File: config.mk
export PLATFORM = sky130hd
export DESIGN_NAME = serial_parity_rx
export DESIGN_NICKNAME = d
export VERILOG_FILES = /design/src/rtl/parity_rx_pkg.sv /design/src/rtl/parity_calc8.sv /design/src/rtl/serial_parity_rx.sv
export SDC_FILE = /design/constraint.sdc
export NUM_CORES = 1
export LEC_CHECK = 0
export ABC_CLOCK_PERIOD_IN_PS = 2650
export CAP_MARGIN = 20
export CORE_MARGIN = 2
export CORE_UTILIZATION = 51
export DETAILED_ROUTE_END_ITERATION = 16
export DONT_BUFFER_PORTS = 1
export MAX_ROUTING_LAYER = met4
export PLACE_DENSITY = 0.66
export SETUP_SLACK_MARGIN = 0.1
export SYNTH_ARGS = -nofsm -noshare
export SYNTH_HDL_FRONTEND = slang
export SYNTH_SLANG_ARGS = --single-unit
File: constraint.sdc
create_clock -name clk -period 2.65 [get_ports clk]
set_input_delay 0.3975 -clock clk [delete_from_list [all_inputs] [get_ports clk]]
set_output_delay 0.3975 -clock clk [all_outputs]
set_load 0.02 [all_outputs]
File: src/rtl/parity_rx_pkg.sv
// -----------------------------------------------------------------------------
// parity_rx_pkg
// Shared definitions for the serial parity receiver: frame geometry, the
// receiver state encoding and a small helper that classifies states.
// -----------------------------------------------------------------------------
package parity_rx_pkg;

    // Sampled bits per frame: start + 8 data + parity + stop.
    localparam int unsigned FRAME_BITS = 11;
    localparam int unsigned DATA_BITS  = 8;
    localparam int unsigned CNT_W      = 3;

    typedef enum logic [2:0] {
        IDLE      = 3'd0,
        DATA      = 3'd1,
        PARITY    = 3'd2,
        STOP      = 3'd3,
        WAIT_HIGH = 3'd4
    } rx_state_e;

    // Any state other than IDLE means a frame (or a line break) is in progress.
    function automatic logic state_is_busy(input rx_state_e s);
        return (s != IDLE);
    endfunction

endpackage : parity_rx_pkg

File: src/rtl/parity_calc8.sv
// -----------------------------------------------------------------------------
// parity_calc8
// Purely combinational parity checker for one received byte.
//   data_i     : 8 received data bits
//   parity_i   : received parity bit
//   odd_i      : 0 = even parity expected, 1 = odd parity expected
//   mismatch_o : 1 when the received parity does not match the expected sense
// -----------------------------------------------------------------------------
module parity_calc8
    import parity_rx_pkg::*;
(
    input  logic [DATA_BITS-1:0] data_i,
    input  logic                 parity_i,
    input  logic                 odd_i,
    output logic                 mismatch_o
);

    // Even parity: total ones across data+parity must be even; odd flips that.
    always_comb begin
        mismatch_o = (^data_i) ^ parity_i ^ odd_i;
    end

endmodule : parity_calc8

File: src/rtl/serial_parity_rx.sv
// -----------------------------------------------------------------------------
// serial_parity_rx
// Receives 11-bit serial frames (start 0, d0..d7 LSB first, parity, stop 1),
// sampling the line only on cycles where bitEn is high, and presents the
// received byte with a level-style valid/ack handshake.
//   clk       : clock, all state changes on the rising edge
//   rst       : synchronous active-high reset
//   sin       : serial line, idle high
//   bitEn     : bit strobe, sin is sampled only when high
//   ack       : consumer acknowledges the held byte
//   dataOut   : last received byte
//   dataValid : high while an unacknowledged byte is held
//   parityErr : parity status of the held byte
//   frameErr  : one-cycle pulse on a bad stop bit
//   overrun   : sticky, an unacknowledged byte was overwritten
//   busy      : receiver is not in IDLE
// -----------------------------------------------------------------------------
module serial_parity_rx
    import parity_rx_pkg::*;
#(
    parameter bit ODD_PARITY = 1'b0
) (
    input  logic                 clk,
    input  logic                 rst,
    input  logic                 sin,
    input  logic                 bitEn,
    input  logic                 ack,
    output logic [DATA_BITS-1:0] dataOut,
    output logic                 dataValid,
    output logic                 parityErr,
    output logic                 frameErr,
    output logic                 overrun,
    output logic                 busy
);

    rx_state_e            state_q,   state_d;
    logic [CNT_W-1:0]     cnt_q,     cnt_d;
    logic [DATA_BITS-1:0] shift_q,   shift_d;
    logic                 par_bit_q, par_bit_d;
    logic [DATA_BITS-1:0] data_q,    data_d;
    logic                 valid_q,   valid_d;
    logic                 perr_q,    perr_d;
    logic                 ferr_q,    ferr_d;
    logic                 ovr_q,     ovr_d;
    logic                 complete_s;
    logic                 mismatch_s;

    // Parity of the assembled byte; shift_q and par_bit_q are stable by STOP.
    parity_calc8 u_parity (
        .data_i     (shift_q),
        .parity_i   (par_bit_q),
        .odd_i      (ODD_PARITY),
        .mismatch_o (mismatch_s)
    );

    // Frame FSM next-state: advances only on strobed cycles.
    always_comb begin
        state_d    = state_q;
        cnt_d      = cnt_q;
        shift_d    = shift_q;
        par_bit_d  = par_bit_q;
        ferr_d     = 1'b0;
        complete_s = 1'b0;
        if (bitEn) begin
            case (state_q)
                IDLE: begin
                    if (!sin) begin
                        state_d = DATA;
                        cnt_d   = 3'd0;
                    end else begin
                        state_d = IDLE;
                    end
                end
                DATA: begin
                    shift_d[cnt_q] = sin;
                    if (cnt_q == 3'd7) begin
                        state_d = PARITY;
                        cnt_d   = 3'd0;
                    end else begin
                        cnt_d = cnt_q + 3'd1;
                    end
                end
                PARITY: begin
                    par_bit_d = sin;
                    state_d   = STOP;
                end
                STOP: begin
                    if (sin) begin
                        complete_s = 1'b1;
                        state_d    = IDLE;
                    end else begin
                        // Bad stop: drop the byte and wait out the low line.
                        ferr_d  = 1'b1;
                        state_d = WAIT_HIGH;
                    end
                end
                WAIT_HIGH: begin
                    if (sin) begin
                        state_d = IDLE;
                    end else begin
                        state_d = WAIT_HIGH;
                    end
                end
                default: begin
                    state_d = IDLE;
                    cnt_d   = 3'd0;
                end
            endcase
        end else begin
            state_d = state_q;
        end
    end

    // Output holding register: load on completion, release on ack.
    always_comb begin
        data_d  = data_q;
        valid_d = valid_q;
        perr_d  = perr_q;
        ovr_d   = ovr_q;
        if (complete_s) begin
            data_d  = shift_q;
            perr_d  = mismatch_s;
            valid_d = 1'b1;
            // A same-cycle ack consumes the old byte, so nothing is lost.
            if (valid_q && !ack) begin
                ovr_d = 1'b1;
            end else if (valid_q && ack) begin
                ovr_d = 1'b0;
            end else begin
                ovr_d = ovr_q;
            end
        end else if (valid_q && ack) begin
            valid_d = 1'b0;
            ovr_d   = 1'b0;
        end else begin
            valid_d = valid_q;
        end
    end

    // State and output registers with synchronous reset.
    always_ff @(posedge clk) begin
        if (rst) begin
            state_q   <= IDLE;
            cnt_q     <= 3'd0;
            shift_q   <= 8'h00;
            par_bit_q <= 1'b0;
            data_q    <= 8'h00;
            valid_q   <= 1'b0;
            perr_q    <= 1'b0;
            ferr_q    <= 1'b0;
            ovr_q     <= 1'b0;
        end else begin
            state_q   <= state_d;
            cnt_q     <= cnt_d;
            shift_q   <= shift_d;
            par_bit_q <= par_bit_d;
            data_q    <= data_d;
            valid_q   <= valid_d;
            perr_q    <= perr_d;
            ferr_q    <= ferr_d;
            ovr_q     <= ovr_d;
        end
    end

    assign dataOut   = data_q;
    assign dataValid = valid_q;
    assign parityErr = perr_q;
    assign frameErr  = ferr_q;
    assign overrun   = ovr_q;
    assign busy      = state_is_busy(state_q);

endmodule : serial_parity_rx

==> results of run 1 <==
## synth_stat cells (all sizes together) (2+ instances only)
| master | instances |
|---|---|
| o311ai | 2 |
| buf | 3 |
| xnor2 | 3 |
| dfxtp | 27 |
| a21oi | 13 |
| nor4b | 2 |
| inv | 2 |
| nor3 | 3 |
| nand4b | 3 |
| ha | 2 |
| xor2 | 2 |
| clkbuf | 8 |
| o21ai | 2 |
| a22oi | 2 |
| nand2b | 2 |
| nand2 | 18 |
| mux2i | 10 |
| nor2 | 20 |
## routing by layer
metal  vias up  wire length, µm  share of wire (%)  global-route usage, %
met4         0               40                1.8                   8.97
met5         -                0                  0                      -
met3         4               69                3.1                   4.24
li1        471                -                  -                      -
met1       428             1090                 49                   26.0
met2        17             1030                 46                   25.6
## flip-flops by register name, indices dropped and copies added (netlist names), named ones only
name / flops
state_q: 3
shift_q: 8
dataValid: 1
parityErr: 1
frameErr: 1
par_bit_q: 1
dataOut: 8
cnt_q: 3
## worst max path at each step
stage          startpoint        end  slack [ps]  depth (start not counted)
3_5_place_dp   state_q[1]  parityErr         830                          4
5_1_grt        state_q[1]  parityErr         650                          4
2_1_floorplan  state_q[0]  parityErr        1170                          5
4_1_cts        state_q[1]  parityErr         800                          4
6_report       state_q[1]  parityErr         800                          4
3_3_place_gp   state_q[1]  parityErr         890                          4
## cells by family (layout without fill, tap and decap cells)
group                    after synthesis  in the layout  synth area share, %
AND/OR/NAND/NOR                       60             60                 25.4
flip-flops                            27             27                 44.2
AO/OA/AOI/OAI                         22             22                 10.7
buffers and inverters                 13              6                 4.09
multiplexers                          10             10                 8.18
XOR/XNOR                               6              6                 5.42
adder cells (fa/ha/maj)                2              2                 2.04
## report_power, final
part	switching [mW]	internal, mW	total (mW)
logic	0.00994	0.0102	0.0201
clock network	0.119	0.0566	0.175
registers	0.00505	0.409	0.414
total	0.134	0.475	0.609
## cell type report
type                    count  area (µm²)  area share [%]
inverters                   2        7.51           0.604
multi-input cells         100         633            50.9
clock buffers               3        22.5            1.81
well taps                  28        35.0            2.82
clock inverters             1        5.00           0.402
flip-flops and latches     27         541            43.5
## critical path: stages (launching register included)
cell      delay [ps]
dfxtp_1          530
nand4b_1         220
or2_1            400
or4b_1           540
o311ai_1          90
## cell usage in the layout (no fill, tap or decap), types with 3 or more instances in the layout
cell type,netlist,layout
xnor2_1,3,3
nor2_1,20,20
nand4b_1,3,3
nor3_1,3,3
nand2_1,18,18
dfxtp_1,27,27
mux2i_1,10,10
clkbuf_4,0,3
a21oi_1,13,13
==> metrics.md, run 1 <==
| Metric | Value |
|---|---|
| Worst Setup Path Type | register to register |
| Reg-to-reg startpoint | state_q[1] |
| Routed len/inst | 13.8 µm |
| Setup TNS | 0 ps |
| Hold depth | 1 |
| Post-synth top flop | dfxtp_1 |
| DRT Pass-1 Iters | 4 |
| Worst setup SP type | register |
| Max-Cap Viols | 0 |
| Share of the synthesized area in the top cell type | 44.2% |
| Fin nets | 141 |
| Gr usage total | 18.8% |
| Clk slew on worst S/H paths | 140 ps |
| Static leakage | 0.470 nW |
| Pre-CTS setup slack | 829 ps |
| Non-filler instance count after layout | 161 |
| Period utilization | 70.0% |
| # resized after CTS | 0 |
| Cts bufs inserted | 3 |
| I/O pin count | 18 |
| Final core occ | 55.7% |
| Max IR drop VDD | 327 µV |
| Vias | 920 |
| Number of setup buffers added after CTS | 0 |
| Kind of end point of the critical path | register |
| Chip width | 53.0 µm |
| GRT overflow | 0 |
| Row count | 17 |
| Syn_nets | 147 |
| Seq cells post-synth | 27 |
| CTS tree | built |
| Syn. warnings | 0 |
| Die footprint | 0.00281 mm² |
| Post-Route WL | 2230 µm |
| Via density | 5.71 |
| First-pass GRT wire length | 3630 µm |
| Worst R2R Path Depth | 4 |
| Power Density | 490 mW/mm² |
| Clock Skew | 2.29 ps |
| Final antenna-violating net count | 0 |
| I/O Buffers | 0 |
| FFs w/ async S/R, synth | 0% |
| Initial DRC count | 16 |
| Post-Syn Instances | 140 |
| Final Hold Viols | 0 |
| Slew Viols, Final | 0 |
| Antenna diode count | 0 |
| Finish-stage setup viols | 0 |
| Hpwl dp | 1560 µm |
| Die H | 53.0 µm |
| Max Freq | 539 MHz |
| Seq/Total Area, Yosys | 44.2% |
| Post-route cell area | 0.00124 mm² |
| Measured slew at the worst slew-check pin | 645 ps |
| Final min period | 1850 ps |
| Area grow syn2layout | 1.64% |
| CP Max Fanout | 12 |
| Status | complete, no violations |
| Post-DP Area | 0.00122 mm² |
| Hold Path Sink | dataValid |
| Min-Delay Path Class | input port to register |
| Clk_lat worst skew | 320 ps |
| Crit path DAT | 2100 ps |
| Reg2reg setup slack | 800 ps |
| Worst hold slack | 118 ps |
| DRC Markers | 0 |
| R2r endpoint | parityErr |
| H-tree levels | 1 |
| Mean post-synth cell area | 8.74 µm² |
| Beginning of the worst hold path | rst |
| Placer Congestion | 0.717 |
| Number of synthesized flops with an enable pin | 0 |
| Clock sink count | 27 |
| Synth cell types | 35 |
| Initial Utilization | 54.8% |
| Clock Tree Root | clkbuf_4 |
| Critical Path RT | 2890 ps |
| # placed instances | 157 |
| Post-synth top area cell | dfxtp_1 |
| Largest net degree at the start of global routing | 30 |
| Layout cell share with drive strength beyond 1 | 4.51% |
| Area contributors post-synth | dfxtp_1, mux2i_1, nor2_1 |
| Core area | 0.00223 mm² |
| Filler cells | 209 |
| Slew headroom | 56.8% |
| RSZ-0062 raised after global routing | no |
| Vias in the first global route | 768 |
| Clk buf depth | 2 |
| CTS Hold Bufs | 0 |
| Post-Syn Area | 0.00122 mm² |
| Initial antenna violation count | 0 |
| Tot Pwr | 0.609 mW |
| Worst setup margin | 796 ps |
(Power assumes the default switching activity.)
==> run 2, diff against run 1 <==
ABC_CLOCK_PERIOD_IN_PS = 1900   (was 2650)
clock period = 1.9 ns   (was 2.65 ns; I/O delays follow)
==> run 2 against run 1 <==
Net effect:
- critical path depth unchanged
- setup slack worse by 560 ps
- first-iteration DRC count down 13%
- clock power increased by 49%
- hold slack worse by 84 ps
- combinational power rose by 100%
- clock skew rose by 2.7 ps
- wire length increased by 2.4%
- fmax rose by 12%
- critical endpoint unchanged
- sequential share of layout area down 1.8 points
- non-clock buffer count grew 6
- final cell count is 3.7% higher
==> metrics.md, run 2 (synthesized netlist as in run 1, its figures left out) <==
| Metric | Value |
|---|---|
| Status | complete, no violations |
| Clock network fraction of total power | 29.6% (+0.8 points) |
| I/O pin count | 18 (unchanged) |
| Sw Ratio | 23.8% (+1.8 points) |
| CP max stage delay | 510 ps (-30 ps) |
| First-pass GRT wire length | 3740 µm (+3.0%) |
| Commonest non-fill, non-tap cells in the layout | dfxtp_1, nor2_1, nand2_1 |
| Worst setup margin | 239 ps (-557 ps) |
| Routed len/inst | 13.7 µm (-1.3%) |
| Number of setup buffers added after CTS | 0 (unchanged) |
| Flop pwr share | 65.8% (-2.1 points) |
| GRT overflow | 0 (unchanged) |
| Fin nets | 147 (+4.3%) |
| Post-Route WL | 2280 µm (+2.4%) |
| CTS tree | built |
| Setup TNS | 0 ps (unchanged) |
| Max-Cap Viols | 0 (unchanged) |
| Placer Congestion | 0.766 (+6.8%) |
| Post-route cell area | 0.00130 mm² (+4.4%) |
| Final antenna-violating net count | 0 (unchanged) |
| Gr usage total | 19.2% (+0.47 points) |
| Die footprint | 0.00281 mm² (unchanged) |
| Vias in the first global route | 837 (+9.0%) |
| Clk_lat worst skew | 330 ps (about the same) |
| Worst Setup Path Type | register to register |
| Clock Skew | 4.97 ps (+2.69 ps) |
| DRT Pass-1 Iters | 4 (unchanged) |
| Hold depth | 1 (unchanged) |
| Clk slew on worst S/H paths | 150 ps (about the same) |
| Combinational fraction of design power | 4.6% (+1.3 points) |
| Critical Path RT | 2150 ps (-740 ps) |
| Cts bufs inserted | 3 (unchanged) |
| Largest net degree at the start of global routing | 26 (-13%) |
| Clk buf depth | 2 (unchanged) |
| I/O Buffers | 0 (unchanged) |
| Int Pwr | 0.669 mW (+41%) |
| RSZ-0062 raised after global routing | no |
| Post-DP Area | 0.00124 mm² (+1.9%) |
| Commonest non-fill, non-tap cell in the layout | dfxtp_1 |
| Slew Viols, Final | 0 (unchanged) |
| Chip width | 53.0 µm (unchanged) |
| Final Hold Viols | 0 (unchanged) |
| CP cell instances | nand4b_1, or2_1, or4b_1, o311ai_1 |
| Initial Utilization | 54.8% (unchanged) |
| Static leakage | 0.494 nW (+5.1%) |
| Area grow syn2layout | 6.14% |
| Worst R2R Path Depth | 4 (unchanged) |
| Max IR drop VDD | 457 µV (+40%) |
| Clock Tree Root | clkbuf_4 |
| Finish-stage setup viols | 0 (unchanged) |
| Antenna diode count | 0 (unchanged) |
| Die H | 53.0 µm (unchanged) |
| Hpwl dp | 1570 µm (+0.65%) |
| Vias | 956 (+3.9%) |
| Measured slew at the worst slew-check pin | 877 ps (+232 ps) |
| Period utilization | 87.4% (+17 points) |
| Power Density | 676 mW/mm² (+38%) |
| Kind of end point of the critical path | register |
| CP Max Fanout | 10 (-2) |
| Final min period | 1660 ps (-193 ps) |
| Initial DRC count | 14 (-2) |
| Via density | 5.72 (+0.18%) |
| Initial antenna violation count | 0 (unchanged) |
| DRC Markers | 0 (unchanged) |
| Crit path DAT | 1920 ps (-180 ps) |
| Layout cell share with drive strength beyond 1 | 6.47% (+2.0 points) |
| Clock sink count | 27 (unchanged) |
| P_sw | 0.208 mW (+56%) |
| Slew headroom | 41.3% (-15 points) |
| H-tree levels | 1 (unchanged) |
| Row count | 17 (unchanged) |
| Pre-CTS setup slack | 285 ps (-545 ps) |
| Slowest cell on the critical path | dfxtp_1 |
| Min-Delay Path Class | input port to register |
| Max Freq | 602 MHz (+12%) |
| Worst setup SP type | register |
| Core area | 0.00223 mm² (unchanged) |
[run 2: repair_timing]
action | CTS | global route
resized for setup | 0 | 0
hold buffers | 2 | 1
hold endpoints to repair | 25 | 1
[run 2: worst paths after layout]
path               from         end  slack (ps)
max          state_q[0]   parityErr         240
min                 ack    register          30
max reg2reg  state_q[0]   parityErr         240
min reg2reg  shift_q[5]  dataOut[5]         490
[run 2: cell type report]
class / instances / area [µm²]
clock buffers: 3 / 22.5
clock inverters: 1 / 7.51
fillers: 211 / 935
inverters: 2 / 7.51
multi-input cells: 100 / 633
flip-flops and latches: 27 / 541
well taps: 28 / 35.0
repair buffers: 6 / 52.6
[run 2: through the flow]
stage	hold WS, ps	total power, mW	instances	util, %
2_1_floorplan	385	0.623	140	-
3_3_place_gp	357	0.616	160	55.5
3_5_place_dp	359	0.617	160	55.5
4_1_cts	3.18	0.888	166	57.7
5_1_grt	19.4	0.909	167	58.2
6_report	34.4	0.877	167	58.2
[run 2: power by group through the flow]
stage | combinational, mW | sequential, mW | clock [mW]
after detailed placement | 0.0283 | 0.589 | 0
after global placement | 0.0276 | 0.589 | 0
final | 0.0407 | 0.577 | 0.260
after global routing | 0.0449 | 0.579 | 0.285
after floorplan | 0.0402 | 0.583 | 0
after CTS | 0.0394 | 0.577 | 0.272
[run 2: per-layer routing]
metal  global-route usage, %  wire [µm]
met1                    23.8       1100
met2                    29.0       1060
met3                    3.67         70
met4                    11.5         48
met5                       -          0
[run 2: critical path, delay by kind of cell (launching register included)]
kind / cells / cell delay [ps]
DFF: 1 / 510
and+or+nand+nor: 3 / 980
AOI/OAI and AO/OA: 1 / 100
